File: src/rtl/aes_out_collector.sv
// Output collector for the pipelined AES-128 core: tracks issues, buffers ciphertexts, streams 32-bit words.
// Define AES_OUT_PARITY_EN to add per-byte parity on m_data (m_par) and a sticky storage parity error (par_err).
module aes_out_collector #(
    parameter int unsigned LATENCY = 21,
    parameter int unsigned DEPTH   = 4
) (
    input  logic                   clk,
    input  logic                   rst,
    input  logic                   in_valid,
    output logic                   issue_ready,
    input  logic [127:0]           core_out,
    output logic                   m_valid,
    input  logic                   m_ready,
    output logic [31:0]            m_data,
    output logic                   m_last,
    output logic [$clog2(DEPTH):0] fill,
    output logic                   overflow
`ifdef AES_OUT_PARITY_EN
    ,
    output logic [3:0]             m_par,
    output logic                   par_err
`endif
);

    localparam int unsigned PW = $clog2(DEPTH);
    localparam int unsigned FW = PW + 1;
    localparam int unsigned IW = 7;
    localparam int unsigned CW = IW + 1;

    localparam logic [0:0] ST_IDLE = 1'b0;
    localparam logic [0:0] ST_SEND = 1'b1;

    logic [LATENCY-1:0] r_vdly;
    logic [IW-1:0]      r_inflight;
    logic [FW-1:0]      r_fill;
    logic [PW-1:0]      r_wr_ptr;
    logic [PW-1:0]      r_rd_ptr;
    logic [1:0]         r_idx;
    logic [0:0]         r_state;
    logic               r_overflow;
    logic [127:0]       r_mem [DEPTH];

    logic               w_emerge;
    logic               w_hs;
    logic               w_pop;
    logic               w_full;
    logic               w_push;
    logic               w_drop;
    logic [FW-1:0]      w_fill_nxt;
    logic [CW-1:0]      w_committed;
    logic [127:0]       w_head;
    logic [31:0]        w_word;

    generate
        if (LATENCY == 1) begin : g_dly1
            always_ff @(posedge clk or negedge rst) begin
                if (!rst) r_vdly <= '0;
                else      r_vdly <= in_valid;
            end
        end else begin : g_dlyn
            always_ff @(posedge clk or negedge rst) begin
                if (!rst) r_vdly <= '0;
                else      r_vdly <= {r_vdly[LATENCY-2:0], in_valid};
            end
        end
    endgenerate

    assign w_emerge = r_vdly[LATENCY-1];
    assign w_head   = r_mem[r_rd_ptr];
    assign m_valid  = (r_state == ST_SEND);
    assign w_hs     = m_valid & m_ready;
    assign w_pop    = w_hs & (r_idx == 2'd3);
    assign w_full   = (r_fill == FW'(DEPTH));
    // A full FIFO still accepts the emerging block when the head pops in the same cycle.
    assign w_push   = w_emerge & (~w_full | w_pop);
    assign w_drop   = w_emerge & w_full & ~w_pop;

    always_comb begin
        w_fill_nxt = r_fill;
        case ({w_push, w_pop})
            2'b10:   w_fill_nxt = r_fill + FW'(1);
            2'b01:   w_fill_nxt = r_fill - FW'(1);
            default: w_fill_nxt = r_fill;
        endcase
    end

    assign w_committed = CW'(r_inflight) + CW'(r_fill);
    assign issue_ready = (w_committed < CW'(DEPTH));

    always_ff @(posedge clk or negedge rst) begin
        if (!rst) begin
            r_inflight <= '0;
            r_fill     <= '0;
            r_wr_ptr   <= '0;
            r_rd_ptr   <= '0;
            r_idx      <= '0;
            r_state    <= ST_IDLE;
            r_overflow <= 1'b0;
        end else begin
            case ({in_valid, w_emerge})
                2'b10:   r_inflight <= r_inflight + IW'(1);
                2'b01:   r_inflight <= r_inflight - IW'(1);
                default: r_inflight <= r_inflight;
            endcase
            r_fill <= w_fill_nxt;
            if (w_push) r_wr_ptr <= r_wr_ptr + PW'(1);
            if (w_pop)  r_rd_ptr <= r_rd_ptr + PW'(1);
            if (w_hs)   r_idx    <= r_idx + 2'd1;
            r_state <= (w_fill_nxt != '0) ? ST_SEND : ST_IDLE;
            if (w_drop) r_overflow <= 1'b1;
        end
    end

    always_ff @(posedge clk) begin
        if (w_push) r_mem[r_wr_ptr] <= core_out;
    end

    always_comb begin
        w_word = '0;
        if (m_valid) begin
            case (r_idx)
                2'd0: w_word = w_head[127:96];
                2'd1: w_word = w_head[95:64];
                2'd2: w_word = w_head[63:32];
                2'd3: w_word = w_head[31:0];
            endcase
        end
    end

    assign m_data   = w_word;
    assign m_last   = m_valid & (r_idx == 2'd3);
    assign fill     = r_fill;
    assign overflow = r_overflow;

`ifdef AES_OUT_PARITY_EN
    function automatic logic [15:0] f_byte_par(input logic [127:0] d);
        logic [15:0] p;
        p = '0;
        for (int unsigned b = 0; b < 16; b++) p[b] = ^d[8*b +: 8];
        return p;
    endfunction

    logic [15:0] r_pmem [DEPTH];
    logic        r_par_err;

    always_ff @(posedge clk) begin
        if (w_push) r_pmem[r_wr_ptr] <= f_byte_par(core_out);
    end

    // Stored data is re-checked once, when the whole block leaves the FIFO.
    always_ff @(posedge clk or negedge rst) begin
        if (!rst)
            r_par_err <= 1'b0;
        else if (w_pop && (f_byte_par(w_head) != r_pmem[r_rd_ptr]))
            r_par_err <= 1'b1;
    end

    always_comb begin
        m_par = '0;
        for (int unsigned k = 0; k < 4; k++) m_par[k] = ^m_data[8*k +: 8];
    end

    assign par_err = r_par_err;
`endif

endmodule
File: config.mk
export PLATFORM = sky130hd
export DESIGN_NAME = aes_out_collector
export DESIGN_NICKNAME = d
export VERILOG_FILES = /design/src/rtl/aes_out_collector.sv
export SDC_FILE = /design/constraint.sdc
export NUM_CORES = 1
export LEC_CHECK = 0
export ABC_AREA = 1
export BUFFER_PORTS_ARGS = -buffer_cell sky130_fd_sc_hd__buf_4
export CAP_MARGIN = 20
export CORE_ASPECT_RATIO = 1.4
export CORE_UTILIZATION = 60
export DETAILED_ROUTE_END_ITERATION = 7
export GPL_ROUTABILITY_DRIVEN = 0
export GPL_TIMING_DRIVEN = 0
export MAX_ROUTING_LAYER = met4
export PLACE_DENSITY = 0.79
export SETUP_SLACK_MARGIN = 0.02
export SKIP_LAST_GASP = 1
export SYNTH_ARGS = -nofsm -noshare
export SYNTH_HDL_FRONTEND = slang
export SYNTH_SLANG_ARGS = --single-unit
File: constraint.sdc
create_clock -name clk -period 8.6 [get_ports clk]
set_input_delay 0 -clock clk [delete_from_list [all_inputs] [get_ports clk]]
set_output_delay 0 -clock clk [all_outputs]
set_load 0.05 [all_outputs]
==> metrics.yaml <==
core_mm2: 0.0378
hold_class: "input pin to flop"
die_w_um: 168
numCtsBuffers: 49
ys_top_cells_by_area: "edfxtp_1 (66%), nand2_1 (9.9%), nand3_1 (5.1%)"
slew_headroom: 0.453
rows: 84
path_cells: "ha_1, clkbuf_1, nand3_1, nand3_1, nand2_1, nor2_4, buf_12, buf_16, buf_12"
synth_nets: 2287
gr-total-overflow: 0
crit_start: "r_idx[1]"
drv_cap: 0
portBuffers: 170
yosysWarningCount: 0
fin_util: 0.750
hold_viol_final: 0
peakVddDrop_v: 0.000347
dr.pass1.iters: 8
crit_path_end: "r_mem[1][80]"
areaGrowthSynthToFinish_pct: 22.5
multi_input_area_mm2: 0.00522
viasPerCell: 5.69
r2r_slack_ns: 4.99
clk_latency_ns: 0.58
num_vias: 17200
drtAntennaViolNets: 0
synth_top_cell_area_share: 0.663
die_y_um: 235
dp_hpwl_um: 40700
cts_tree: "built"
slew_viol_final: 0
clkTransAtPathRegs_ns: 0.06
timing.rr.start: "r_idx[1]"
drt-total-wl_um: 63300
dieArea_mm2: 0.0394
post_drt_wl_per_cell_um: 20.9
reg2reg_to: "r_mem[1][80]"
grt_pass1_wl_um: 94800
htreeDepth: 2
reg2reg_depth: 9
route.detailed.drc: 0
arrival_ns: 3.88
period_share: 0.419
end_kind: "flop"
num-fill-cells: 2305
final_area_mm2: 0.0284
regArea_mm2: 0.0164
worst_slew_pin_slew_ns: 0.818
p_leak_nw: 12.0
cp_num_cells: 9
grt_max_degree: 40
required_ns: 8.87
cp-start-kind: "flop"
ys_seq_elements: 551
fin_nets: 2661
rsz0062_at_grt: "false"
setup_ws_ns: 4.99
finalCriticalPeriod_ns: 3.61
grt_pass1_vias: 17100
cpMaxStageDelayCell: "nor2_4"
placed_cells: 2800
instances_no_fill: 3025
cp_top_family: "simple AND/OR/NAND/NOR gates"
worst-path-buf-inv: 4
syn_area_mm2: 0.0232
dpl_cell_area_mm2: 0.0255
drtIter0Drc: 2553
cts_sinks: 551
ctsLongestPathBuffers: 3
root_buffer: "clkbuf_16"
crit_path_max_incr_delay_ns: 0.74
track_usage: 0.334
status: "complete, no violations"
synth_cell_types: 27
yosys.area.top_type: "edfxtp_1"
seq_area_frac_synth: 0.705
antenna_found_initial: 4
pin_count: 171
dp_slack_ns: 5.08
drive_above_1_share: 0.163
syn_area_per_cell_um2: 10.8
skew_ns: 0.0139
synthCells: 2137
whs_ns: 0.0870
path_class: "flop to flop"
setup_viol: 0
fmax_mhz: 277
cp_max_fo: 24
p_per_area_mw_per_mm2: 376
start_util: 0.613
## sequential cells by signal, indices dropped and copies added, names as in the netlist
name / flops
fill: 3
r_vdly: 21
m_valid: 1
r_mem: 512
overflow: 1
r_wr_ptr: 2
r_inflight: 7
r_idx: 2
r_rd_ptr: 2
## layer usage
metal  track usage  vias to the layer above  routed length [µm]
li1              -                     7763                   -
met2         0.555                     1135               31600
met5             -                        -                   0
met1         0.386                     8110               21800
met4         0.191                        0                3710
met3        0.0604                      219                6210
## cells in the mapped netlist, drive strengths merged
master    n
nand2   614
edfxtp  512
inv     283
nand3   237
nor2    172
o21ai   132
buf      68
dfrtp    39
clkbuf   36
ha       16
a21oi     6
clkinv    4
xor2      4
nand3b    3
fa        2
nand4     2
xnor2     2
and3      1
nor3      1
nor4      1
o21bai    1
or2       1
## how the worst min path moves through the flow
stage                     cells after the start         to     start  slack (ns)
after detailed placement                      1   overflow       rst      -0.007
after floorplan                               0    fill[0]       rst       -0.30
after CTS                                     2  r_vdly[0]  in_valid        0.06
after global placement                        1    m_valid       rst       -0.01
after global routing                          2  r_vdly[0]  in_valid        0.09
final                                         2  r_vdly[0]  in_valid        0.09
## layout make-up
cell class	instances	share of cell area
multi-input combinational	1195	0.184
inverter	287	0.0379
antenna	4	0.000353
clock buffer	56	0.0448
sequential	551	0.576
clock inverter	32	0.00908
timing repair buffer	323	0.107
buffer	104	0.0201
tap	473	0.0208
## repair_timing
action / CTS / global route
endpoints found under the hold margin: 560 / 0
buffers inserted: 0 / 0
gates resized for setup: 0 / 0
hold buffers: 133 / 0
## metrics by stage
stage | total power [mW] | setup TNS, ns
after detailed placement | 8.36 | 0
after CTS | 10.6 | 0
after global routing | 11.1 | 0
final | 10.7 | 0
after global placement | 8.30 | -1499.42
after floorplan | 6.70 | 0
## cell usage in the layout (no fill, tap or decap), types with 4 or more instances in the layout
master	instances
o21ai_0	123
clkinv_2	12
o21ai_1	9
buf_2	24
xor2_1	4
inv_1	184
dlygate4sd3_1	132
clkbuf_1	41
buf_12	17
clkbuf_16	49
buf_6	13
diode_2	4
nor2_1	168
buf_16	4
buf_1	17
a21oi_1	6
ha_1	16
buf_4	184
bufinv_16	4
nand2_1	614
dfrtp_1	39
nor2_4	4
clkinv_1	16
nand3_1	237
edfxtp_1	512
inv_2	99
## power breakdown
group | total, mW | internal, mW | switching (mW) | leakage [nW]
Combinational | 4.85 | 1.34 | 3.51 | 6.07
Clock | 2.14 | 1.18 | 0.965 | 0.756
Sequential | 3.70 | 3.51 | 0.183 | 5.15
Total | 10.7 | 6.03 | 4.65 | 12.0
## kinds of logic (layout without fill, tap and decap cells)
group | count (synthesis) | in the layout | share of synthesized area
xor gates and xnor gates | 6 | 6 | 0.00227
other | 0 | 4 | 0
adders and majority gates | 18 | 18 | 0.0104
DFF | 551 | 551 | 0.705
buffers and inverters | 391 | 802 | 0.0711
AOI/OAI and AO/OA | 139 | 139 | 0.0301
and+or+nand+nor | 1032 | 1032 | 0.181
Note: power is estimated with default switching activity, not from simulation.
